<file path="config.mk">
export PLATFORM = sky130hd
export DESIGN_NAME = alu_mul_sequencer
export DESIGN_NICKNAME = d
export VERILOG_FILES = /design/src/rtl/alu_mul_sequencer.sv
export SDC_FILE = /design/constraint.sdc
export NUM_CORES = 1
export LEC_CHECK = 0
export CAP_MARGIN = 20
export CELL_PAD_IN_SITES_DETAIL_PLACEMENT = 1
export CELL_PAD_IN_SITES_GLOBAL_PLACEMENT = 2
export CORE_ASPECT_RATIO = 1.2
export CORE_MARGIN = 4
export CORE_UTILIZATION = 31
export DETAILED_ROUTE_END_ITERATION = 7
export GPL_TIMING_DRIVEN = 0
export PLACE_DENSITY = 0.88
export SETUP_SLACK_MARGIN = 0.4
export SLEW_MARGIN = 20
export SYNTH_ARGS = -nofsm -noshare
export SYNTH_HDL_FRONTEND = slang
export SYNTH_SLANG_ARGS = --single-unit
</file>
<file path="constraint.sdc">
create_clock -name Clk -period 5.1 [get_ports Clk]
set_input_delay 1.53 -clock Clk [delete_from_list [all_inputs] [get_ports Clk]]
set_output_delay 1.53 -clock Clk [all_outputs]
set_load 0.02 [all_outputs]
</file>
<file path="src/rtl/alu_mul_sequencer.sv">
// rtl/alu_mul_sequencer.sv - command sequencer for an external combinational ALU
// Native ops take one ALU pass; MUL_OP runs a W-iteration shift-add loop.
module alu_mul_sequencer #(
  parameter int          W      = 8,
  parameter logic [3:0]  MUL_OP = 4'b1111
) (
  input  logic         Clk,
  input  logic         Reset_n,
  input  logic         CmdValid,
  output logic         CmdReady,
  input  logic [3:0]   CmdOP,
  input  logic [W-1:0] CmdA,
  input  logic [W-1:0] CmdB,
  output logic         ResValid,
  input  logic         ResReady,
  output logic [W-1:0] Result,
  output logic         ResZero,
  output logic [W-1:0] AluInputA,
  output logic [W-1:0] AluInputB,
  output logic [3:0]   AluOP,
  input  logic [W-1:0] AluOut
);

  localparam int CW = (W > 1) ? $clog2(W) : 1;
  localparam logic [CW-1:0] CNT_LAST = CW'(W - 1);

  localparam logic [2:0] S_IDLE = 3'd0;
  localparam logic [2:0] S_EXEC = 3'd1;
  localparam logic [2:0] S_TEST = 3'd2;
  localparam logic [2:0] S_ADD  = 3'd3;
  localparam logic [2:0] S_SHL  = 3'd4;
  localparam logic [2:0] S_SHR  = 3'd5;
  localparam logic [2:0] S_DONE = 3'd6;

  localparam logic [3:0] OP_LSH = 4'b0000;
  localparam logic [3:0] OP_RSH = 4'b0001;
  localparam logic [3:0] OP_AND = 4'b0010;
  localparam logic [3:0] OP_ADD = 4'b1011;

  logic [2:0]    state_q, state_d;
  logic [3:0]    opreg_q, opreg_d;
  logic [W-1:0]  areg_q, areg_d;
  logic [W-1:0]  breg_q, breg_d;
  logic [W-1:0]  p_q, p_d;
  logic          bit_q, bit_d;
  logic [CW-1:0] cnt_q, cnt_d;
  logic [W-1:0]  result_q, result_d;
  logic          reszero_q, reszero_d;
  logic [W-1:0]  alu_a, alu_b;
  logic [3:0]    alu_op;

  always_comb begin
    state_d  = state_q;
    opreg_d  = opreg_q;
    areg_d   = areg_q;
    breg_d   = breg_q;
    p_d      = p_q;
    bit_d    = bit_q;
    cnt_d    = cnt_q;
    result_d = result_q;
    alu_a    = '0;
    alu_b    = '0;
    alu_op   = OP_LSH;

    case (state_q)
      S_IDLE: begin
        if (CmdValid) begin
          opreg_d = CmdOP;
          areg_d  = CmdA;
          breg_d  = CmdB;
          if (CmdOP == MUL_OP) begin
            p_d     = '0;
            cnt_d   = '0;
            state_d = S_TEST;
          end else begin
            state_d = S_EXEC;
          end
        end
      end
      S_EXEC: begin
        alu_a    = areg_q;
        alu_b    = breg_q;
        alu_op   = opreg_q;
        result_d = AluOut;
        state_d  = S_DONE;
      end
      S_TEST: begin
        alu_a   = breg_q;
        alu_b   = W'(1);
        alu_op  = OP_AND;
        bit_d   = AluOut[0];
        state_d = S_ADD;
      end
      S_ADD: begin
        alu_a   = p_q;
        alu_b   = bit_q ? areg_q : '0;
        alu_op  = OP_ADD;
        p_d     = AluOut;
        state_d = S_SHL;
      end
      S_SHL: begin
        alu_a   = areg_q;
        alu_op  = OP_LSH;
        areg_d  = AluOut;
        state_d = S_SHR;
      end
      S_SHR: begin
        alu_a  = breg_q;
        alu_op = OP_RSH;
        breg_d = AluOut;
        // p_q already holds this iteration's sum; no early exit keeps latency fixed
        if (cnt_q == CNT_LAST) begin
          result_d = p_q;
          state_d  = S_DONE;
        end else begin
          cnt_d   = cnt_q + 1'b1;
          state_d = S_TEST;
        end
      end
      S_DONE: begin
        if (ResReady) state_d = S_IDLE;
      end
      default: state_d = S_IDLE;
    endcase

    reszero_d = (result_d == '0);
  end

  always_ff @(posedge Clk) begin
    if (!Reset_n) begin
      state_q   <= S_IDLE;
      opreg_q   <= '0;
      areg_q    <= '0;
      breg_q    <= '0;
      p_q       <= '0;
      bit_q     <= 1'b0;
      cnt_q     <= '0;
      result_q  <= '0;
      reszero_q <= 1'b1;
    end else begin
      state_q   <= state_d;
      opreg_q   <= opreg_d;
      areg_q    <= areg_d;
      breg_q    <= breg_d;
      p_q       <= p_d;
      bit_q     <= bit_d;
      cnt_q     <= cnt_d;
      result_q  <= result_d;
      reszero_q <= reszero_d;
    end
  end

  assign CmdReady  = (state_q == S_IDLE);
  assign ResValid  = (state_q == S_DONE);
  assign Result    = result_q;
  assign ResZero   = reszero_q;
  assign AluInputA = alu_a;
  assign AluInputB = alu_b;
  assign AluOP     = alu_op;

endmodule

</file>
==> Yosys cells after proc, flatten, opt, wreduce, memory -nomap -nowiden <==
Index checks and enable logic that the tools add are counted.
{ "classes": {"mul": 0, "div_mod_pow": 0, "add_sub_neg": 1, "shifts": 0, "reduce_logical": 13, "n_eq_ne": 12, "n_bitwise": 0, "magnitude_cmp": 0, "n_mux": 22} }
{ "ops": {"columns": ["cell", "count"], "rows": [
  ["one-hot mux 8 bit (2 select lines)", 4],
  ["two-way mux 8 bit", 6],
  ["one-hot mux 8 bit (3 select lines)", 2],
  ["one-hot mux 3 bit (7 select lines)", 1],
  ["two-way mux 3 bit", 6],
  ["one-hot mux 4 bit (4 select lines)", 1],
  ["== test 3 bit, second input constant", 4],
  ["zero test 8 bit", 1],
  ["AND reduction 2 bit", 4],
  ["== test 3 x 2 -> 1 bit, second input constant", 2],
  ["one-hot mux 3 bit (2 select lines)", 1],
  ["nonzero test 2 bit", 3],
  ["== test 4 bit, second input constant", 1],
  ["inequality test 2 x 1 -> 1 bit, second input constant", 2],
  ["inequality test 2 bit, second input constant", 2],
  ["AND reduction 4 bit", 1],
  ["OR reduction 2 bit", 2],
  ["adder 3 x 1 -> 3 bit, second input constant", 1],
  ["== test 3 x 1 -> 1 bit, second input constant", 1],
  ["zero test 3 bit", 1],
  ["AND reduction 3 bit", 1],
  ["two-way mux 2 bit", 1]
]} }
{ "totals": {"input_bits": 32, "mem_bits_ro": 0, "latch_bits": 0, "elab_cells": 57, "ff_bits": 44, "memories": 0, "out_inout_bits": 31, "ram_bits": 0} }

==> Depth between registers and ports, before layout <==
Gate-level depths: netlist (run 1).
{ "logic_depth": {"word_depth": 4, "mapped_depth": 7, "mapped_depth_nobuf": 6} }

==> Worst setup path before layout (run 1) <==
OpenSTA, ideal clock, no wires.
{ "synth_timing": {"path_type": "register to output", "startpoint": "register state_q[1]", "endpoint": "output port AluInputA[1]", "slack_ns": 2.012, "path_stages_with_launch": 7, "required_ns": 3.570, "path_buffers": 2, "arrival_ns": 1.558, "path_cell_list": "dfxtp_1 buf_2 inv_1 nor2_1 buf_2 a221oi_1 a21oi_1"} }
{ "synth_via": {"elab_chain_len": 3, "elab_cells_between_ends": 8, "classes_between": "5 x eq/ne; 1 x mux; 2 x reduce/logical"} }
{ "synth_lines": {"columns": ["item", "line_no", "source"], "rows": [
  ["start: declaration", "40", "logic [2:0] state_q, state_d;"],
  ["start signal: assignment", "141", "state_q <= state_d;"],
  ["== test 3 bit, or another cell as far along", "65", "case (state_q)"],
  ["OR reduction 2 bit (no source line)", null, null],
  ["one-hot mux 8 bit (3 select lines) (*)", "65", null],
  ["end: declaration", "18", "output logic [W-1:0] AluInputA,"]
]} }
Mark *: on every way between the ends. The rest lies on a longest branch, timed or not.

==> Worst setup path in the final report (run 1) <==
{ "layout_timing": {"startpoint": "register state_q[1]", "endpoint": "output port AluInputA[5]"} }
The elaborated chain is that of the path after synthesis.

==> qor.csv, run 1 <==
metric;value;unit
Vias;2688;
CTS tree;built;
DP Wirelength;7250;um
VDD IR-drop max;0.124;mV
RSZ-0062 raised after global routing;false;
Post-DRT Antenna Nets;0;
routed len/inst;19.4;um
drt pass-1 iters;4;
WS Path Type;reg2out;
Final Cycle Share;84.3;%
Synth-to-Final Area Change;31.8;%
WL final;9740;um
Max Slew Vio Count;0;
number of global-route vias before repair;2764;
Post-Syn Area;2640;um^2
global-route met1 utilization;23.2;%
Post-CTS Resized;0;
via/cell ratio;5.35;
# port buffers;62;
Max-Cap Viols;0;
largest family of logic cells by synthesized area;compound AO/OA/AOI/OAI gates;
Post-CTS Setup Inserts;0;
syn_area_per_cell;8.29;um^2
global-route wire length before repair;15300;um
Final Hold Vio Count;0;
status;completed;
Synth Area in XOR/XNOR;0;%
Post-Synth Simple-Gate Area;22.9;%
core area;8200;um^2
worst hold path type;reg2reg;
crit path max fanout;10;
Rows;36;
Die ar.;10100;um^2
Initial DRC Count;196;
crit path time final;4300;ps
LEAKAGE;1.20;nW
GRT Util Overall;19.6;%
Reg clk slew, reported paths;80;ps
Yosys Warn Count;0;
final net count;423;
CP arrival;2770;ps
Syn Nets;354;
Ports;63;
Slew HR;55.5;%
met2 usage;36.3;%
CP required;3570;ps
Num CTS Buffers;5;
GP Congestion;0.824;
adder-cell share of the synthesized area;1.42;%
PD cells;301;nW/um^2
total gr overflow;0;
CTS sink cnt;44;
max frequency;233;MHz
CP endpoint kind;primary output;
CTS Hold Bufs;0;
mux cell area share after synthesis;10.6;%
CTS root buf;clkbuf_8;
layout cells sized above 1;8.25;%
CP Launch Type;register;
# setup viols final;0;
initial antenna violation count;0;
Synth cell types;45;
Seq cells post-synth;44;
clock latency on the worst-skew pair;300;ps
met3 Track Usage GR;2.97;%
Mapped Cells;319;
Starting Density;32.2;%
Worst Skew;9.39;ps
Power Total;1.05;mW
sequential area share after synthesis;33.3;%
complex-gate fraction of the synthesized area;25.7;%
pin count of the biggest net entering global routing;13;
Die Ht;109;um
Worst-Margin Slew;667;ps
Reg2Reg Setup Slack;2970;ps
DRC violations left;0;
ant diodes;0;
GR peak layer;met2;
setup_tns;0;ps
Clock Tree Buf Depth;2;
H-tree levels;2;
Die Width;92.3;um
-- per-stage QoR --
stage | hold slack [ps] | util (%) | instance area, um^2 | instances | worst slack, ps
after floorplan | 452 | - | 2640 | 319 | 2010
after global placement | 471 | 41.6 | 3410 | 495 | 1170
after detailed placement | 484 | 41.6 | 3410 | 495 | 1160
after CTS | 497 | 42.5 | 3480 | 502 | 813
after global routing | 534 | 42.5 | 3480 | 502 | 620
final | 491 | 42.5 | 3480 | 502 | 802
-- cells in the final DEF (no fill, tap or decap), types with 2 or more instances in the layout --
cell type,count
o21ai_0,7
mux2i_1,28
inv_1,2
nor4bb_1,8
clkbuf_8,5
dfxtp_1,44
o22ai_1,3
nor3_1,11
clkdlybuf4s50_1,62
buf_2,10
a221oi_1,7
nor2b_1,2
a21oi_1,31
nand2b_1,3
or4b_1,6
a211oi_1,11
o21a_1,7
a211oi_2,6
a22oi_1,8
buf_1,4
and2_1,2
nand2_1,19
nor2_1,51
clkbuf_1,10
ha_1,3
buf_6,4
o21ai_1,13
-- cell families (layout without fill, tap and decap cells) --
logic type,Yosys count,in the layout
and+or+nand+nor,113,113
AOI/OAI and AO/OA,100,100
DFF,44,44
buffers and inverters,31,100
muxes,28,28
adders and majority gates,3,3
-- worst max-delay path, stage by stage, from the launching register on --
cell and delay (ps):
dfxtp_1 480, buf_2 270, inv_1 90, nor2_1 380
buf_2 320, a221oi_1 120, a21oi_1 170, clkdlybuf4s50_1 630
-- sequential cells by signal, indices dropped and copies added (netlist names) --
register and cells:
opreg_q 4, breg_q 8, ResZero 1, p_q 8, Result 8, bit_q 1, state_q 3, areg_q 8
cnt_q 3
-- synth_stat cells, drive strengths merged --
cell type | count | area (um^2)
a211oi | 17 | 158
a21oi | 31 | 155
a221oi | 7 | 61.3
a22oi | 8 | 60.1
and2 | 2 | 12.5
and2b | 1 | 7.51
and4b | 1 | 10.0
buf | 19 | 118
clkbuf | 9 | 33.8
clkinv | 1 | 3.75
dfxtp | 44 | 881
ha | 3 | 37.5
inv | 2 | 7.51
mux2i | 28 | 280
nand2 | 19 | 71.3
nand2b | 3 | 18.8
nand3b | 1 | 11.3
nand4 | 1 | 6.26
nor2 | 52 | 198
nor2b | 2 | 12.5
nor3 | 11 | 55.1
nor3b | 1 | 7.51
nor4 | 1 | 6.26
nor4b | 2 | 32.5
nor4bb | 8 | 80.1
o211a | 1 | 10.0
o211ai | 1 | 7.51
o21a | 7 | 52.6
o21ai | 20 | 100
o221ai | 1 | 8.76
o22ai | 3 | 18.8
o2bb2a | 1 | 11.3
o311ai | 1 | 8.76
o32a | 1 | 10.0
o41ai | 1 | 16.3
or3 | 1 | 6.26
or3b | 1 | 8.76
or4b | 6 | 60.1
-- cell type report --
| type | instances | area (um^2) |
|---|---|---|
| clock buffer | 6 | 72.6 |
| inverter | 3 | 11.3 |
| clock inverter | 1 | 5.00 |
| multi-input combinational | 244 | 1600 |
| tap | 114 | 143 |
| timing repair buffer | 62 | 621 |
| buffer | 28 | 151 |
| fill | 1009 | 4710 |
| sequential | 44 | 881 |
-- power breakdown --
| part | switching [mW] | leakage, nW | internal, mW |
|---|---|---|---|
| Sequential | 0.0339 | 0.360 | 0.380 |
| Combinational | 0.235 | 0.797 | 0.184 |
| Clock | 0.121 | 0.0410 | 0.0934 |
-- final timing paths --
path,start,cells past startpoint,to
worst min register to register,cnt_q[1],2,cnt_q[1]
worst min-delay path,cnt_q[1],2,cnt_q[1]
worst max-delay path,state_q[1],7,AluInputA[5]
worst max register to register,cnt_q[0],7,ResZero
-- routing by layer --
metal	vias to the layer above	part of all wire, %
met1	1303	43
met5	-	0
met2	62	52
met3	8	3.7
li1	1315	-
met4	0	1.1
Power figures use the tool's default switching activity.
==> inputs of run 2 (changes only) <==
CORE_UTILIZATION = 26   (was 31)
PLACE_DENSITY = 0.79   (was 0.88)
clock period = 3.59 ns   (was 5.1 ns; I/O delays follow)
==> qor.csv, run 2 (synthesis results as in run 1) <==
metric;value;unit;change
combinational share of power;33.3;%;-6.7 points
Final Cycle Share;85.4;%;
ant diodes;0;;unchanged
Vias;2675;;-0.48%
fin cells;514;;+2.4%
pin count of the biggest net entering global routing;14;;+1
Final Cell Area;3630;um^2;+4.1%
total gr overflow;0;;unchanged
H-tree levels;2;;unchanged
Reg clk slew, reported paths;70;ps;about the same
RSZ-0062 raised after global routing;false;;
CP endpoint kind;primary output;;
setup_tns;0;ps;unchanged
VDD IR-drop max;0.185;mV;+49%
CTS root buf;clkbuf_16;;
max frequency;326;MHz;
Met3 Wirelength;473;um;+30%
CTS tree;built;;
worst hold start;cnt_q[1];;
internal power;1.19;mW;+81%
Num CTS Buffers;5;;unchanged
hold path depth;2;;unchanged
FF-to-FF End;ResZero;;
number of global-route vias before repair;2825;;+2.2%
placed instance area;3420;um^2;+0.44%
core area;9960;um^2;+21%
CP required;2510;ps;-1060 ps
Ports;63;;unchanged
clock latency on the worst-skew pair;290;ps;about the same
via/cell ratio;5.20;;-2.8%
length in cells of the worst reg-to-reg path;7;;unchanged
WL final;10000;um;+2.7%
layout cells sized above 1;13.4;%;+5.2 points
Power Total;1.78;mW;+69%
Rows;40;;+11%
Max Slew Vio Count;0;;unchanged
uppermost layer routed;met4;;
# setup viols final;0;;unchanged
sequential power share;33.2;%;-6.3 points
final net count;423;;unchanged
GRT Util Overall;17.0;%;-2.6 points
Post-DRT Antenna Nets;0;;unchanged
met2 WL;5180;um;+2.1%
Reg2Reg Setup Slack;1490;ps;-1480 ps
initial antenna violation count;0;;unchanged
Clock Tree Buf Depth;2;;unchanged
Clock Power Share;33.4;%;+13 points
CP arrival;1990;ps;-780 ps
drt pass-1 iters;4;;unchanged
Synth-to-Final Area Change;37.2;%;
# port buffers;62;;unchanged
PD cells;490;nW/um^2;+63%
hold slack;489;ps;-1.24 ps
most frequent cells in the layout;nor2_1 (50), dfxtp_1 (42), clkdlybuf4s50_1 (41);;
Final Hold Vio Count;0;;unchanged
Die Width;100;um;+8.4%
Fillers;1204;;+19%
reg-to-reg startpoint;cnt_q[0];;
worst hold path type;reg2reg;;
LEAKAGE;1.39;nW;+16%
Final Worst Setup Slack;522;ps;-279 ps
Worst Skew;10.0;ps;+0.643 ps
Slew HR;58.8;%;+3.2 points
most common cell after layout, fill and taps aside;nor2_1;;
crit path max fanout;10;;unchanged
Max-Cap Viols;0;;unchanged
Initial DRC Count;110;;-44%
Die ar.;11900;um^2;+18%
DP Wirelength;7480;um;+3.2%
Worst-Margin Slew;619;ps;-48.4 ps
Post-CTS Setup Inserts;0;;unchanged
Placed Cells;507;;+2.4%
crit path time final;3070;ps;
hold path endpoint;cnt_q[1];;
switching share of power;33.0;%;-4.2 points
Starting Density;26.5;%;-5.7 points
routed len/inst;19.5;um;+0.28%
CTS sink cnt;44;;unchanged
switching pwr;0.586;mW;+50%
Placement Setup Slack;48.5;ps;-1110 ps
DRC violations left;0;;unchanged
WS Path Type;reg2out;;
CTS Hold Bufs;0;;unchanged
global-route wire length before repair;15800;um;+3.2%
status;completed;;
CP Launch Type;register;;
Final Util;36.4;%;-6.1 points
Met1 Wirelength;4220;um;+0.62%
Die Ht;118;um;+8.5%
GP Congestion;0.791;;-4.1%
## run 2: power groups by stage
stage / combinational (mW) / clock, mW / sequential, mW
3_5_place_dp: 0.599 / 0 / 0.599
6_report: 0.592 / 0.593 / 0.590
2_1_floorplan: 0.358 / 0 / 0.602
3_3_place_gp: 0.591 / 0 / 0.598
5_1_grt: 0.642 / 0.626 / 0.598
4_1_cts: 0.598 / 0.605 / 0.589
## run 2: area by class of cell
class / instances / area (um^2) / share of cell area, %
Inverter: 3 / 11.3 / 0.311
Buffer: 28 / 186 / 5.14
Tap cell: 126 / 158 / 4.35
Clock buffer: 5 / 125 / 3.45
Multi-Input combinational cell: 244 / 1610 / 44.4
Clock inverter: 2 / 60.1 / 1.66
Timing Repair Buffer: 62 / 591 / 16.3
Sequential cell: 44 / 883 / 24.4
## run 2: worst max-delay path by stage
stage                           from           end  depth (start not counted)
after floorplan           state_q[1]  AluInputA[1]                          6
after global placement    state_q[1]  AluInputA[5]                          7
after detailed placement  state_q[1]  AluInputA[3]                          7
after CTS                 state_q[1]  AluInputB[2]                          6
after global routing      state_q[1]  AluInputA[2]                          7
final                     state_q[1]  AluInputA[2]                          7
## run 2: per-layer routing
layer	vias up	GRT usage, %
li1	1315	-
met1	1294	21.3
met2	56	30.2
met3	10	2.54
met4	0	3.79
met5	-	0
## run 2: worst max-delay path, stage by stage, from the launching register on
cell	delay (ps)
dfxtp_2	410
clkbuf_4	220
inv_1	100
nor2_4	200
buf_4	210
a21oi_1	80
a21oi_1	150
clkdlybuf4s15_1	320
## run 2: what timing repair did
item | in CTS | in global routing
resized for setup | 40 | 20
hold endpoints to repair | 0 | 0
endpoints found under the setup margin | 22 | 13
==> inputs of run 3 (changes only) <==
CORE_UTILIZATION = 29   (was 26)
PLACE_DENSITY = 0.83   (was 0.79)
clock period = 3.4 ns   (was 3.59 ns; I/O delays follow)
==> qor.csv, run 3 (synthesis results as in run 1) <==
metric;value;unit;change
status;completed;;
global-route wire length before repair;15900;um;+0.92%
CTS tree;built;;
via/cell ratio;5.27;;+1.3%
GP Congestion;0.839;;+6.1%
Placed Cells;498;;-1.8%
core area;8750;um^2;-12%
GRT Util Overall;19.2;%;+2.2 points
Synth-to-Final Area Change;35.6;%;
routed len/inst;19.7;um;+1.2%
met2 usage;33.2;%;+3.0 points
crit path max fanout;10;;unchanged
number of global-route vias before repair;2887;;+2.2%
LEAKAGE;1.32;nW;-5.5%
DRC violations left;0;;unchanged
crit path time final;2940;ps;
Ports;63;;unchanged
Final Hold Vio Count;0;;unchanged
CTS sink cnt;44;;unchanged
CP required;2380;ps;-130 ps
# setup viols final;0;;unchanged
drt pass-1 iters;4;;unchanged
# port buffers;62;;unchanged
reg-to-reg startpoint;cnt_q[0];;
Final Worst Setup Slack;455;ps;-67.2 ps
Initial DRC Count;138;;+25%
pin count of the biggest net entering global routing;14;;unchanged
CP Launch Type;register;;
final net count;425;;+0.47%
CP Depth;7;;unchanged
RSZ-0062 raised after global routing;false;;
Post-DRT Antenna Nets;0;;unchanged
DP Wirelength;7560;um;+1.1%
H-tree levels;2;;unchanged
PD cells;455;nW/um^2;-7.0%
GR peak layer;met2;;
Clock Tree Buf Depth;2;;unchanged
delay-heaviest family, CP;buffers and inverters;;
Die Width;95.2;um;-4.9%
most frequent cells in the layout;nor2_1 (49), dfxtp_1 (42), clkdlybuf4s50_1 (40);;
Num CTS Buffers;5;;unchanged
initial antenna violation count;0;;unchanged
CP endpoint kind;primary output;;
Die ar.;10700;um^2;-9.6%
Max-Cap Viols;0;;unchanged
ant diodes;0;;unchanged
CTS root buf;clkbuf_8;;
met3 Track Usage GR;3.08;%;+0.54 points
Vias;2679;;+0.15%
Crit path top cell by count;a21oi_1;;
CTS Hold Bufs;0;;unchanged
layout cells sized above 1;15.6;%;+2.2 points
global-route met1 utilization;24.2;%;+2.9 points
worst hold path type;reg2reg;;
crit path max-delay cell type;dfxtp_4;;
Fillers;1040;;-14%
max frequency;340;MHz;
length in cells of the worst reg-to-reg path;7;;unchanged
Die Ht;113;um;-5.0%
Worst Skew;8.91;ps;-1.12 ps
VDD IR-drop max;0.219;mV;+19%
total gr overflow;0;;unchanged
clock latency on the worst-skew pair;310;ps;+20 ps
Slew HR;58.7;%;-0.065 points
CP arrival;1920;ps;-70 ps
fin cells;508;;-1.2%
Reg clk slew, reported paths;90;ps;+20 ps
Placement Setup Slack;-130;ps;-178 ps
critical path, cell by cell;buf_4 -> inv_1 -> nor2_4 -> buf_6 -> a21oi_1 -> a21oi_1 -> clkdlybuf4s15_2;;
most common cell after layout, fill and taps aside;nor2_1;;
Rows;37;;-7.5%
Final Cycle Share;86.6;%;
hold path depth;2;;unchanged
Starting Density;30.2;%;+3.7 points
Worst-Margin Slew;620;ps;+0.981 ps
worst hold start;cnt_q[1];;
slowest cell delay on critical path;410;ps;about the same
Max Slew Vio Count;0;;unchanged
WS Path Type;reg2out;;
WL final;10000;um;about the same
worst setup path start;state_q[1];;
WP buf/inv;4;;unchanged
-- run 3: final timing paths --
| check | slack [ps] | endpoint |
|---|---|---|
| setup / recovery | 460 | AluInputA[0] |
| hold / removal | 500 | cnt_q[1] |
| setup reg to reg | 1300 | ResZero |
| hold reg to reg | 500 | cnt_q[1] |
-- run 3: what timing repair did --
item                                    CTS  global route
hold endpoints to repair                  0             0
setup buffers                             0             2
pin swaps                                 0             1
cloned                                    0             0
endpoints found under the setup margin   22            11
gates resized for setup                  63            19
-- run 3: cell type report --
| cell class | instances | area [um^2] | share of cell area, % |
|---|---|---|---|
| Inverter | 3 | 11.3 | 0.314 |
| Sequential cell | 44 | 888 | 24.8 |
| Multi-Input combinational cell | 244 | 1630 | 45.5 |
| Clock inverter | 1 | 7.51 | 0.209 |
| Buffer | 28 | 204 | 5.69 |
| Tap cell | 117 | 146 | 4.08 |
| Clock buffer | 7 | 86.3 | 2.41 |
| Timing Repair Buffer | 64 | 609 | 17.0 |
-- run 3: per-layer routing --
layer / wire, um / up-vias
li1: - / 1316
met1: 4400 / 1289
met2: 5040 / 58
met3: 354 / 16
met4: 206 / 0
met5: 0 / -
-- run 3: report_power, final --
group          internal (mW)  leakage (nW)  switching, mW  total (mW)
registers              0.571         0.361         0.0529       0.624
logic                  0.284         0.909          0.363       0.648
clock network          0.166        0.0445          0.195       0.360
total                   1.02          1.32          0.611        1.63
-- run 3: stage by stage --
step	hold slack (ps)	TNS [ps]	power, mW	util [%]	instance area, um^2
6_report	496	0	1.63	41.0	3580
5_1_grt	520	0	1.72	41.0	3580
4_1_cts	500	0	1.63	40.6	3550
3_5_place_dp	488	-616	1.27	39.0	3410
3_3_place_gp	472	-250	1.25	39.0	3410
2_1_floorplan	452	0	1.01	-	2640
-- run 3: worst register-to-register path: cells and delay by family, from the launching register on --
| kind | cells | cell delay [ps] |
|---|---|---|
| AO/OA/AOI/OAI | 3 | 520 |
| adder cells (fa/ha/maj) | 2 | 380 |
| buffers and inverters | 1 | 370 |
| flip-flops | 1 | 350 |
| AND/OR/NAND/NOR | 1 | 390 |
